## src/rtl/pe_cmd_sequencer.sv

```systemverilog
`default_nettype none
// ============================================================================
//  Module   : pe_cmd_sequencer
//  Purpose  : Host-side sequencer for the shared serial command line that
//             feeds every PE controller. Commands {addr, op} are queued in a
//             small FIFO and sent one at a time as a frame:
//               start bit (0), addr[7:0] MSB first, op[2:0] MSB first,
//             then the line is held high for an opcode-dependent execute
//             window (none for NO_OP) plus a guard gap.
//  Ports    : clk, nRst        - clock, asynchronous active-low reset
//             cmd_valid/ready  - host command handshake (ready = FIFO not full)
//             cmd_addr/cmd_op  - command payload
//             flush            - synchronous clear of queued commands
//             tx               - serial command line, idle high, registered
//             busy             - registered, high while a frame is active
//             frame_done       - one-cycle pulse after a frame's full window
//             fifo_count       - number of queued commands
//  Revision : 1.0 - initial release
// ============================================================================
module pe_cmd_sequencer #(
    parameter int DEPTH       = 4,
    parameter int EXEC_CYCLES = 4,
    parameter int GAP_CYCLES  = 2
) (
    input  logic                     clk,
    input  logic                     nRst,
    input  logic                     cmd_valid,
    output logic                     cmd_ready,
    input  logic [7:0]               cmd_addr,
    input  logic [2:0]               cmd_op,
    input  logic                     flush,
    output logic                     tx,
    output logic                     busy,
    output logic                     frame_done,
    output logic [$clog2(DEPTH):0]   fifo_count
);

    localparam int PTR_W    = $clog2(DEPTH);
    localparam int LOAD_MAX = (EXEC_CYCLES > GAP_CYCLES) ? EXEC_CYCLES - 1 : GAP_CYCLES - 1;
    // The counter must hold both the bit index (up to 7) and the window loads.
    localparam int CNT_MAX  = (LOAD_MAX > 7) ? LOAD_MAX : 7;
    localparam int CNT_W    = $clog2(CNT_MAX + 1);

    localparam logic [PTR_W:0]   FULL_COUNT = (PTR_W + 1)'(DEPTH);
    localparam logic [CNT_W-1:0] ADDR_LOAD  = CNT_W'(7);
    localparam logic [CNT_W-1:0] OP_LOAD    = CNT_W'(2);
    localparam logic [CNT_W-1:0] EXEC_LOAD  = CNT_W'(EXEC_CYCLES - 1);
    localparam logic [CNT_W-1:0] GAP_LOAD   = CNT_W'(GAP_CYCLES - 1);
    localparam logic [CNT_W-1:0] CNT_ONE    = CNT_W'(1);
    localparam logic [PTR_W-1:0] PTR_ONE    = PTR_W'(1);
    localparam logic [PTR_W:0]   COUNT_ONE  = (PTR_W + 1)'(1);
    localparam logic [2:0]       OP_NO_OP   = 3'h7;

    typedef enum logic [2:0] {
        S_IDLE  = 3'd0,
        S_START = 3'd1,
        S_ADDR  = 3'd2,
        S_OP    = 3'd3,
        S_EXEC  = 3'd4,
        S_GAP   = 3'd5
    } state_t;

    // ------------------------------------------------------------------
    // Command FIFO
    // ------------------------------------------------------------------
    logic [10:0]      mem_q [DEPTH];
    logic [PTR_W-1:0] wr_ptr_q, wr_ptr_d;
    logic [PTR_W-1:0] rd_ptr_q, rd_ptr_d;
    logic [PTR_W:0]   count_q,  count_d;
    logic             push_w;
    logic             pop_w;

    // ------------------------------------------------------------------
    // Sequencer
    // ------------------------------------------------------------------
    state_t           state_q, state_d;
    logic [CNT_W-1:0] cnt_q,   cnt_d;
    logic [7:0]       addr_q,  addr_d;
    logic [2:0]       op_q,    op_d;
    logic             tx_q,    tx_d;
    logic             busy_q,  busy_d;
    logic             done_q,  done_d;
    logic [2:0]       bit_sel_w;

    // Ready depends only on the count, so a full FIFO refuses a push even
    // when a pop happens on the same edge.
    assign cmd_ready  = (count_q != FULL_COUNT);
    assign push_w     = cmd_valid & cmd_ready & ~flush;
    assign pop_w      = (state_q == S_IDLE) & (count_q != '0) & ~flush;

    assign tx         = tx_q;
    assign busy       = busy_q;
    assign frame_done = done_q;
    assign fifo_count = count_q;

    // Bit index of the next bit to drive while counting down a field.
    assign bit_sel_w  = 3'(cnt_q[2:0] - 3'd1);

    always_comb begin
        wr_ptr_d = wr_ptr_q;
        rd_ptr_d = rd_ptr_q;
        count_d  = count_q;
        if (flush) begin
            wr_ptr_d = '0;
            rd_ptr_d = '0;
            count_d  = '0;
        end else begin
            if (push_w) begin
                wr_ptr_d = wr_ptr_q + PTR_ONE;
            end
            if (pop_w) begin
                rd_ptr_d = rd_ptr_q + PTR_ONE;
            end
            case ({push_w, pop_w})
                2'b10:   count_d = count_q + COUNT_ONE;
                2'b01:   count_d = count_q - COUNT_ONE;
                default: count_d = count_q;
            endcase
        end
    end

    // Storage carries no reset; only pointers and count define validity.
    always_ff @(posedge clk) begin
        if (push_w) begin
            mem_q[wr_ptr_q] <= {cmd_addr, cmd_op};
        end
    end

    // Each state computes the line value for the following cycle so that tx
    // comes straight from a flop.
    always_comb begin
        state_d = state_q;
        cnt_d   = cnt_q;
        addr_d  = addr_q;
        op_d    = op_q;
        tx_d    = 1'b1;
        done_d  = 1'b0;
        case (state_q)
            S_IDLE: begin
                if (pop_w) begin
                    {addr_d, op_d} = mem_q[rd_ptr_q];
                    tx_d           = 1'b0;
                    state_d        = S_START;
                end
            end
            S_START: begin
                tx_d    = addr_q[7];
                cnt_d   = ADDR_LOAD;
                state_d = S_ADDR;
            end
            S_ADDR: begin
                if (cnt_q == '0) begin
                    tx_d    = op_q[2];
                    cnt_d   = OP_LOAD;
                    state_d = S_OP;
                end else begin
                    tx_d    = addr_q[bit_sel_w];
                    cnt_d   = cnt_q - CNT_ONE;
                end
            end
            S_OP: begin
                if (cnt_q == '0) begin
                    // NO_OP leaves the PEs nothing to execute, skip the window.
                    if (op_q == OP_NO_OP) begin
                        cnt_d   = GAP_LOAD;
                        state_d = S_GAP;
                    end else begin
                        cnt_d   = EXEC_LOAD;
                        state_d = S_EXEC;
                    end
                end else begin
                    tx_d  = op_q[bit_sel_w[1:0]];
                    cnt_d = cnt_q - CNT_ONE;
                end
            end
            S_EXEC: begin
                if (cnt_q == '0) begin
                    cnt_d   = GAP_LOAD;
                    state_d = S_GAP;
                end else begin
                    cnt_d   = cnt_q - CNT_ONE;
                end
            end
            S_GAP: begin
                if (cnt_q == '0) begin
                    done_d  = 1'b1;
                    state_d = S_IDLE;
                end else begin
                    cnt_d   = cnt_q - CNT_ONE;
                end
            end
            default: begin
                state_d = S_IDLE;
            end
        endcase
        busy_d = (state_d != S_IDLE);
    end

    always_ff @(posedge clk or negedge nRst) begin
        if (!nRst) begin
            wr_ptr_q <= '0;
            rd_ptr_q <= '0;
            count_q  <= '0;
            state_q  <= S_IDLE;
            cnt_q    <= '0;
            addr_q   <= '0;
            op_q     <= '0;
            tx_q     <= 1'b1;
            busy_q   <= 1'b0;
            done_q   <= 1'b0;
        end else begin
            wr_ptr_q <= wr_ptr_d;
            rd_ptr_q <= rd_ptr_d;
            count_q  <= count_d;
            state_q  <= state_d;
            cnt_q    <= cnt_d;
            addr_q   <= addr_d;
            op_q     <= op_d;
            tx_q     <= tx_d;
            busy_q   <= busy_d;
            done_q   <= done_d;
        end
    end

endmodule
`default_nettype wire

```

## config.mk

```make
export PLATFORM = sky130hd
export DESIGN_NAME = pe_cmd_sequencer
export DESIGN_NICKNAME = d
export VERILOG_FILES = /design/src/rtl/pe_cmd_sequencer.sv
export SDC_FILE = /design/constraint.sdc
export NUM_CORES = 1
export LEC_CHECK = 0
export ABC_AREA = 0
export ABC_CLOCK_PERIOD_IN_PS = 2800
export CORE_MARGIN = 10
export CORE_UTILIZATION = 55
export DETAILED_ROUTE_END_ITERATION = 8
export PLACE_DENSITY = 0.75
export SLEW_MARGIN = 20
export SYNTH_ARGS = -nofsm -noshare
export SYNTH_HDL_FRONTEND = slang
export SYNTH_SLANG_ARGS = --single-unit
```

## constraint.sdc

```tcl
create_clock -name clk -period 2.8 [get_ports clk]
set_clock_uncertainty 0.15 [all_clocks]
set_input_delay 0.56 -clock clk [delete_from_list [all_inputs] [get_ports clk]]
set_output_delay 0.56 -clock clk [all_outputs]
set_load 0.02 [all_outputs]
```

==> After elaboration in Yosys (flattened, before gate mapping) <==
Memory sizes are Yosys's and may differ from the RTL's. A register that Yosys moved wholly into a read port is not among the register bits.
Cells that the tools add are included.
{ "word_totals": {"register_bits": 16, "ram_bits": 44, "in_bits": 15, "output_inout_bits": 7, "elab_cells": 73, "n_memories": 1} }
{ "op_classes": {"n_addsub": 5, "magnitude_cmp": 2, "eq_ne": 10, "muxes": 31, "bitwise": 5, "reduce_logical": 11} }
{ "memory_table": {"columns": ["name", "words", "width", "rd", "rd_ports_with_merged_regs", "wr", "line_no", "rtl"], "rows": [
  ["mem_q", 4, 11, 1, 1, 1, "66", "logic [10:0] mem_q [DEPTH];"]
]} }
{ "ops": {"columns": ["cell", "count"], "rows": [
  ["two-way mux 3 bit", 10],
  ["case mux 3 bit (6 select lines)", 1],
  ["case mux 3 bit (5 select lines)", 1],
  ["two-way mux 1 bit", 10],
  ["two-way mux 2 bit", 5],
  ["== test 3 bit, second input constant", 3],
  ["nonzero test 3 bit", 3],
  ["== test 3 x 2 -> 1 bit, second input constant", 2],
  ["logical NOT 3 bit", 2],
  ["case mux 3 bit (2 select lines)", 1],
  ["subtractor 3 x 1 -> 3 bit, second input constant", 2],
  ["nonzero test 5 bit", 1],
  ["adder 2 x 1 -> 2 bit, second input constant", 2],
  ["AND 1 bit", 4],
  ["< comparator 3 x 4 -> 1 bit, second input constant", 1],
  ["case mux 1 bit (4 select lines)", 1],
  ["AND reduction 2 bit", 2],
  ["nonzero test 2 bit", 2],
  ["adder 3 x 1 -> 3 bit, second input constant", 1],
  ["binary-select mux 1 bit (select 3 bit)", 1],
  ["== test 3 x 1 -> 1 bit, second input constant", 1],
  ["< comparator 2 x 3 -> 1 bit, second input constant", 1],
  ["inequality test 3 bit, second input constant", 1],
  ["binary-select mux 1 bit (select 2 bit)", 1],
  ["5 further kinds", 5]
]} }

==> Logic depth before layout (Yosys ltp) <==
Gate-level depths: netlist of run 1.
{ "depth": {"word_depth": 6, "ltp_mapped": 8, "ltp_nobuf": 7} }

==> Worst setup path after synthesis of run 1 <==
Ideal clock, no wire load.
{ "synth_timing": {"kind": "flip-flop to flip-flop", "startpoint": "register count_q[1] (netlist: fifo_count[1])", "endpoint": "register count_q[2] (netlist: fifo_count[2])", "setup_time_ns": 0.082, "arrival_time_ns": 2.117, "required_ns": 2.568, "path_slack_ns": 0.451, "path_stages_with_launch": 9, "path_buffers": 1, "synth_period_minus_slack_ns": 2.349, "path_cell_list": "dfrtp_1 -> nor3_2 -> nor3_4 -> buf_6 -> and2_1 -> fa_1 -> nor4_1 -> o21bai_1 -> a31oi_1"} }
{ "synth_via": {"elab_chain_len": 6, "word_cells_on_any_way": 13, "classes_between": "2 x add/sub; 3 x eq/ne; 2 x mux; 4 x bitwise; 2 x reduce/logical"} }
{ "synth_lines": {"columns": ["element", "line_no", "rtl"], "rows": [
  ["from (decl)", "69", "logic [PTR_W:0] count_q, count_d;"],
  ["from (signal assigned)", "214", "count_q <= count_d;"],
  ["inequality test 3 bit / nonzero test 3 bit (equally long branches)", "87, 89", null],
  ["AND 1 bit, on equally long branches (2 in a row)", "88, 89", null],
  ["== test 2 x 1 -> 1 bit / == test 2 bit (equally long branches)", "114", "case ({push_w, pop_w})"],
  ["case mux 3 bit (2 select lines)", "114", null],
  ["two-way mux 3 bit", "103", "if (flush) begin"]
]} }
Several ways; a longest one is shown, not always the timed one.
A chain may end at the register's enable or synchronous reset.

==> Worst setup path in the final report of run 1 <==
{ "layout_timing": {"startpoint": "register count_q[1] (netlist: fifo_count[1])", "endpoint": "output cmd_ready"} }
{ "layout_via": {"elab_chain_len": 1} }
{ "layout_lines": {"columns": ["element", "line_no", "rtl"], "rows": [
  ["inequality test 3 bit", "87", "assign cmd_ready = (count_q != FULL_COUNT);"],
  ["to (decl)", "28", "output logic cmd_ready,"]
]} }
Every way passes these cells.

==> results.yml, run 1 <==
cells_and_area:
  area.growth.synth_to_final_pct: 16.4
  layout_common_cells: "44 x edfxtp_1, 26 x dfrtp_1, 21 x clkdlybuf4s50_1"
  antenna_cells: 0
  layout_commonest_cell: "edfxtp_1"
  final_cell_count_no_fill: 335
  layout-drive-gt1-share: 0.227
  finalNetCount: 280
sta:
  setup_viol: 0
  period_share: 0.923
  maxSlewHeadroom: 0.589
  fin_crit_ps: 2580
  tns_ps: 0
  rsz0062_at_grt: "false"
  tightest_slew_ps: 615
  finalMaxSlewViolations: 0
  finalHoldViolCount: 0
  fin_hold_ws_ps: 360
  max_freq_mhz: 387
placed_design:
  port_buffers: 21
  hpwl_mm: 4.04
  dp_cells: 319
  place.gp.congestion: 0.812
global_route:
  grt_max_degree: 28
  grt_pass1_wl_mm: 9.83
  grt_pass1_vias: 2043
  antenna_found_initial: 0
  grt-ovfl-total: 0
  grtUsageTotal: 0.127
critical_path:
  r2r_end: "fifo_count[2]"
  ff2ff_setup_slack_ps: 510
  worstSetupPathType: "reg2out"
  r2r.worst_path.cells: 7
  crit_fanout: 7
  r2r_start: "fifo_count[1]"
  worstPathArrival_ps: 1870
  cp.required_ps: 2090
  cp-start-kind: "flop"
  worst_setup_path_end_kind: "output port"
floorplanning:
  io_pins: 22
  die_area_um2: 9490
  coreArea_um2: 5850
  row_count: 28
  start_util: 0.563
  die_h_um: 97.4
  die_x_um: 97.4
yosys:
  synth.distinct_cells: 47
  synthesis.nets: 249
  yosysSeqAreaShare: 0.607
  synth.avg_cell_area_um2: 14.7
  ys_ff_latch: 71
  synthArstFlopShare: 0.380
  netlist_area_um2: 3290
  synth_warnings: 0
  synth_cells: 224
  synthFlopType: "edfxtp_1"
  synth_edf_count: 44
drt:
  initialDrtViolationCount: 95
  via_count: 1905
  viasPerCell: 5.69
  wl_mm: 5.69
  first_pass_iters: 4
  route.detailed.drc: 0
  wl_per_cell_um: 17.0
  antenna_left: 0
clock_network:
  postCtsSetupRepairBufs: 0
  ctsResizeCount: 0
  cts_made_buffers: 9
  cts_tree: "yes"
  cts.clk_slew.worst_paths_ps: 80
  worstSkewPairLatency_ps: 340
  holdBufCountCts: 0
  h-tree-depth: 3
  clk_path_buf_depth: 2
  cts_root_buf: "clkbuf_8"
  cts.sinks: 71
min_path:
  min_to: "addr_q[3]"
  min_from: "addr_q[3]"
  hold_path_depth: 1
  hold_class: "reg2reg"
job:
  maxCapViolCount: 0
pwr:
  ir_drop_v: 0.000687
  powerDensity_nw_per_um2: 939
  p_leak_nw: 1.42
status:
  outcome: "completed"
Yosys cell counts, types with 2 or more instances:
cell type | count | area [µm²]
edfxtp_1 | 44 | 1320
dfrtp_1 | 26 | 651
mux4_2 | 13 | 293
nor2_1 | 11 | 41.3
inv_1 | 10 | 37.5
mux2_2 | 10 | 113
ha_1 | 9 | 113
nand2b_1 | 8 | 50.1
o21ai_0 | 8 | 40.0
a21oi_1 | 7 | 35.0
clkbuf_1 | 7 | 26.3
and2_1 | 6 | 37.5
nor3_1 | 6 | 30.0
nand3_1 | 5 | 25.0
nand3b_1 | 5 | 37.5
a31oi_1 | 4 | 25.0
nand2_1 | 4 | 15.0
xnor2_1 | 4 | 35.0
mux2i_1 | 3 | 30.0
nor3b_1 | 3 | 22.5
and3_1 | 2 | 12.5
buf_6 | 2 | 22.5
mux2_1 | 2 | 22.5
nor2b_1 | 2 | 12.5
worst max-delay path: stages, from the launching register on:
cell and delay [ps]:
dfrtp_1 470, or3b_1 490, clkdlybuf4s50_1 570
routing by layer:
layer / track usage / routed length (µm) / up-vias
met3: 0.0327 / 171 / 14
met1: 0.159 / 2580 / 962
met5: 0 / 0 / -
met4: 0.0638 / 127 / 0
met2: 0.198 / 2810 / 29
li1: - / - / 900
area by class of cell:
class / instances / area [µm²]
clock buffer: 9 / 124
clock inverter: 7 / 103
fill: 426 / 2010
inverter: 10 / 37.5
multi-input combinational: 133 / 1200
sequential: 71 / 2000
tap: 75 / 93.8
timing repair buffer: 30 / 278
registers in the layout, indices dropped and copies added (netlist names):
name        flops
mem_q          44
addr_q          8
cnt_q           3
fifo_count      3
op_q            3
state_q         3
rd_ptr_q        2
wr_ptr_q        2
busy            1
frame_done      1
tx              1
cell families after synthesis:
family                     share of synthesized area
xor gates and xnor gates                      0.0156
AOI/OAI and AO/OA                             0.0562
buffers and inverters                         0.0285
adders and majority gates                     0.0403
muxes                                          0.139
and+or+nand+nor                                0.114
DFF                                            0.607
worst max path at each step:
stage / start / endpoint / slack [ps]
after global placement: cmd_valid / fifo_count[2] / 190
after CTS: fifo_count[1] / cmd_ready / 200
final: fifo_count[1] / cmd_ready / 220
after global routing: fifo_count[1] / cmd_ready / 140
after detailed placement: cmd_valid / fifo_count[2] / 140
after floorplan: fifo_count[1] / fifo_count[2] / 450
power breakdown:
group,leakage (nW),internal (mW),switching (mW)
registers,0.735,1.31,0.187
clock network,0.111,0.512,0.398
logic,0.570,0.605,0.587
total,1.42,2.43,1.17
stage by stage:
stage	area (µm²)	power [mW]	worst slack (ps)	utilization
2_1_floorplan	3290	2.41	451	-
3_3_place_gp	3610	2.69	192	0.617
3_5_place_dp	3610	2.72	141	0.617
4_1_cts	3840	3.64	202	0.656
5_1_grt	3840	3.84	143	0.656
6_report	3840	3.60	215	0.656
Power figures use the tool's default switching activity.
==> run 2: changes to the inputs <==
MAX_ROUTING_LAYER = met4   (was unset)
PLACE_DENSITY = 0.77   (was 0.75)
==> run 2 against run 1 <==
Compared with the run above:
- sequential share of layout area up 0.32 points
- cell area down 0.62%
- power down 3.6%
- flip-flop and latch count unchanged
- utilization down 0.41 points
- fmax up 0.90%
- clock power down 15%
- cell count up 0.60%
- setup slack better by 23 ps
- sequential power about the same
- combinational power about the same
- critical path type unchanged
- critical endpoint unchanged
==> results.yml, run 2 (synthesis gave the netlist of run 1 again) <==
clock_network:
  cts.sinks: 71
  cts_tree: "yes"
  holdBufCountCts: 0
  cts_made_buffers: 9
  worstSkewPairLatency_ps: 330
  ctsResizeCount: 0
  cts.clk_slew.worst_paths_ps: 80
  clk_path_buf_depth: 2
  cts_root_buf: "clkbuf_8"
  h-tree-depth: 3
  postCtsSetupRepairBufs: 0
drt:
  antenna_left: 0
  route.detailed.drc: 0
  wl_mm: 5.72
  via_count: 1924
  initialDrtViolationCount: 107
  wl_per_cell_um: 17.0
  first_pass_iters: 4
  viasPerCell: 5.71
sta:
  period_share: 0.915
  fin_crit_ps: 2560
  maxSlewHeadroom: 0.579
  max_freq_mhz: 390
  finalHoldViolCount: 0
  rsz0062_at_grt: "false"
  setup_viol: 0
  finalMaxSlewViolations: 0
  tns_ps: 0
  tightest_slew_ps: 631
global_route:
  grt_max_degree: 28
  grt-ovfl-total: 0
  grtUsageTotal: 0.130
  grt_pass1_vias: 2023
  grt_pass1_wl_mm: 9.91
  antenna_found_initial: 0
placed_design:
  port_buffers: 21
  place.gp.congestion: 0.822
  hpwl_mm: 3.90
pwr:
  p_leak_nw: 1.41
  powerDensity_nw_per_um2: 911
  total_power_mw: 3.47
  ir_drop_v: 0.000524
status:
  outcome: "completed"
critical_path:
  cp.required_ps: 2090
  cpMaxStageDelayCell: "clkdlybuf4s50_1"
  worstPathArrival_ps: 1850
  worstSetupPathType: "reg2out"
  cp-start-kind: "flop"
  crit_fanout: 7
  worst_setup_path_end_kind: "output port"
  cp_cell_sequence: "or3b_1, clkdlybuf4s50_1"
  max_stage_delay_ps: 570
cells_and_area:
  layout_common_cells: "44 x edfxtp_1, 26 x dfrtp_1, 21 x clkdlybuf4s50_1"
  reg_top3: "mem_q x44, addr_q x8"
  antenna_cells: 0
  largest_register_ffs: 44
  seq_area_um2: 2000
  finalNetCount: 282
  area.growth.synth_to_final_pct: 15.7
  n_fill_cell: 430
  layout-drive-gt1-share: 0.229
  regMostFlops: "mem_q"
  layout_commonest_cell: "edfxtp_1"
  multi_input_comb_area_um2: 1200
floorplanning:
  io_pins: 22
  start_util: 0.563
  die_h_um: 97.4
  die_x_um: 97.4
  coreArea_um2: 5850
  row_count: 28
  die_area_um2: 9490
min_path:
  hold_class: "reg2reg"
job:
  maxCapViolCount: 0
run 2: changes by cell type in the layout (fill, tap and decap cells not counted):
cell | before | now
inv_6 | 3 | 0
bufinv_16 | 2 | 1
buf_4 | 9 | 11
clkinv_1 | 0 | 1
clkinv_4 | 1 | 0
clkinv_2 | 0 | 3
clkinvlp_4 | 1 | 2
run 2: final cells by class:
type / instances / share of cell area
clock buffers: 9 / 0.0325
clock inverters: 7 / 0.0167
inverters: 10 / 0.00985
multi-input cells: 133 / 0.315
flip-flops and latches: 71 / 0.524
well taps: 75 / 0.0246
repair buffers: 32 / 0.0768
run 2: critical path: cells and delay by family (launching register included):
kind	cells	cell delay (ps)
buf+inv	1	570
simple gates	1	480
flops	1	460
run 2: per-layer routing:
metal  vias up  global-route usage  part of all wire
met2        33               0.200              0.50
li1        910                   -                 -
met3         2              0.0391             0.039
met4         0              0.0414            0.0044
met5         -                   -                 0
met1       979               0.161              0.46
run 2: stage by stage:
stage,hold slack [ps],instances,utilization,instance area (µm²),worst slack [ps]
6_report,357,337,0.652,3810,238
5_1_grt,381,337,0.652,3810,169
4_1_cts,360,337,0.652,3810,204
3_5_place_dp,345,321,0.620,3620,257
3_3_place_gp,337,321,0.620,3620,299
2_1_floorplan,114,224,-,3290,451
run 2: power by group:
part / total [mW] / switching (mW) / internal (mW)
logic: 1.22 / 0.604 / 0.611
registers: 1.48 / 0.170 / 1.31
clock network: 0.773 / 0.370 / 0.403
total: 3.47 / 1.14 / 2.33
run 2: final timing paths:
check	startpoint	to	slack [ps]	depth (start not counted)
worst min register to register	addr_q[6]	addr_q[6]	360	1
worst min-delay path	addr_q[6]	addr_q[6]	360	1
worst max register to register	fifo_count[0]	fifo_count[2]	530	7
worst max-delay path	fifo_count[1]	cmd_ready	240	2
min in group asynchronous	nRst	cnt_q[0]	440	2
max in group asynchronous	nRst	tx	1750	2
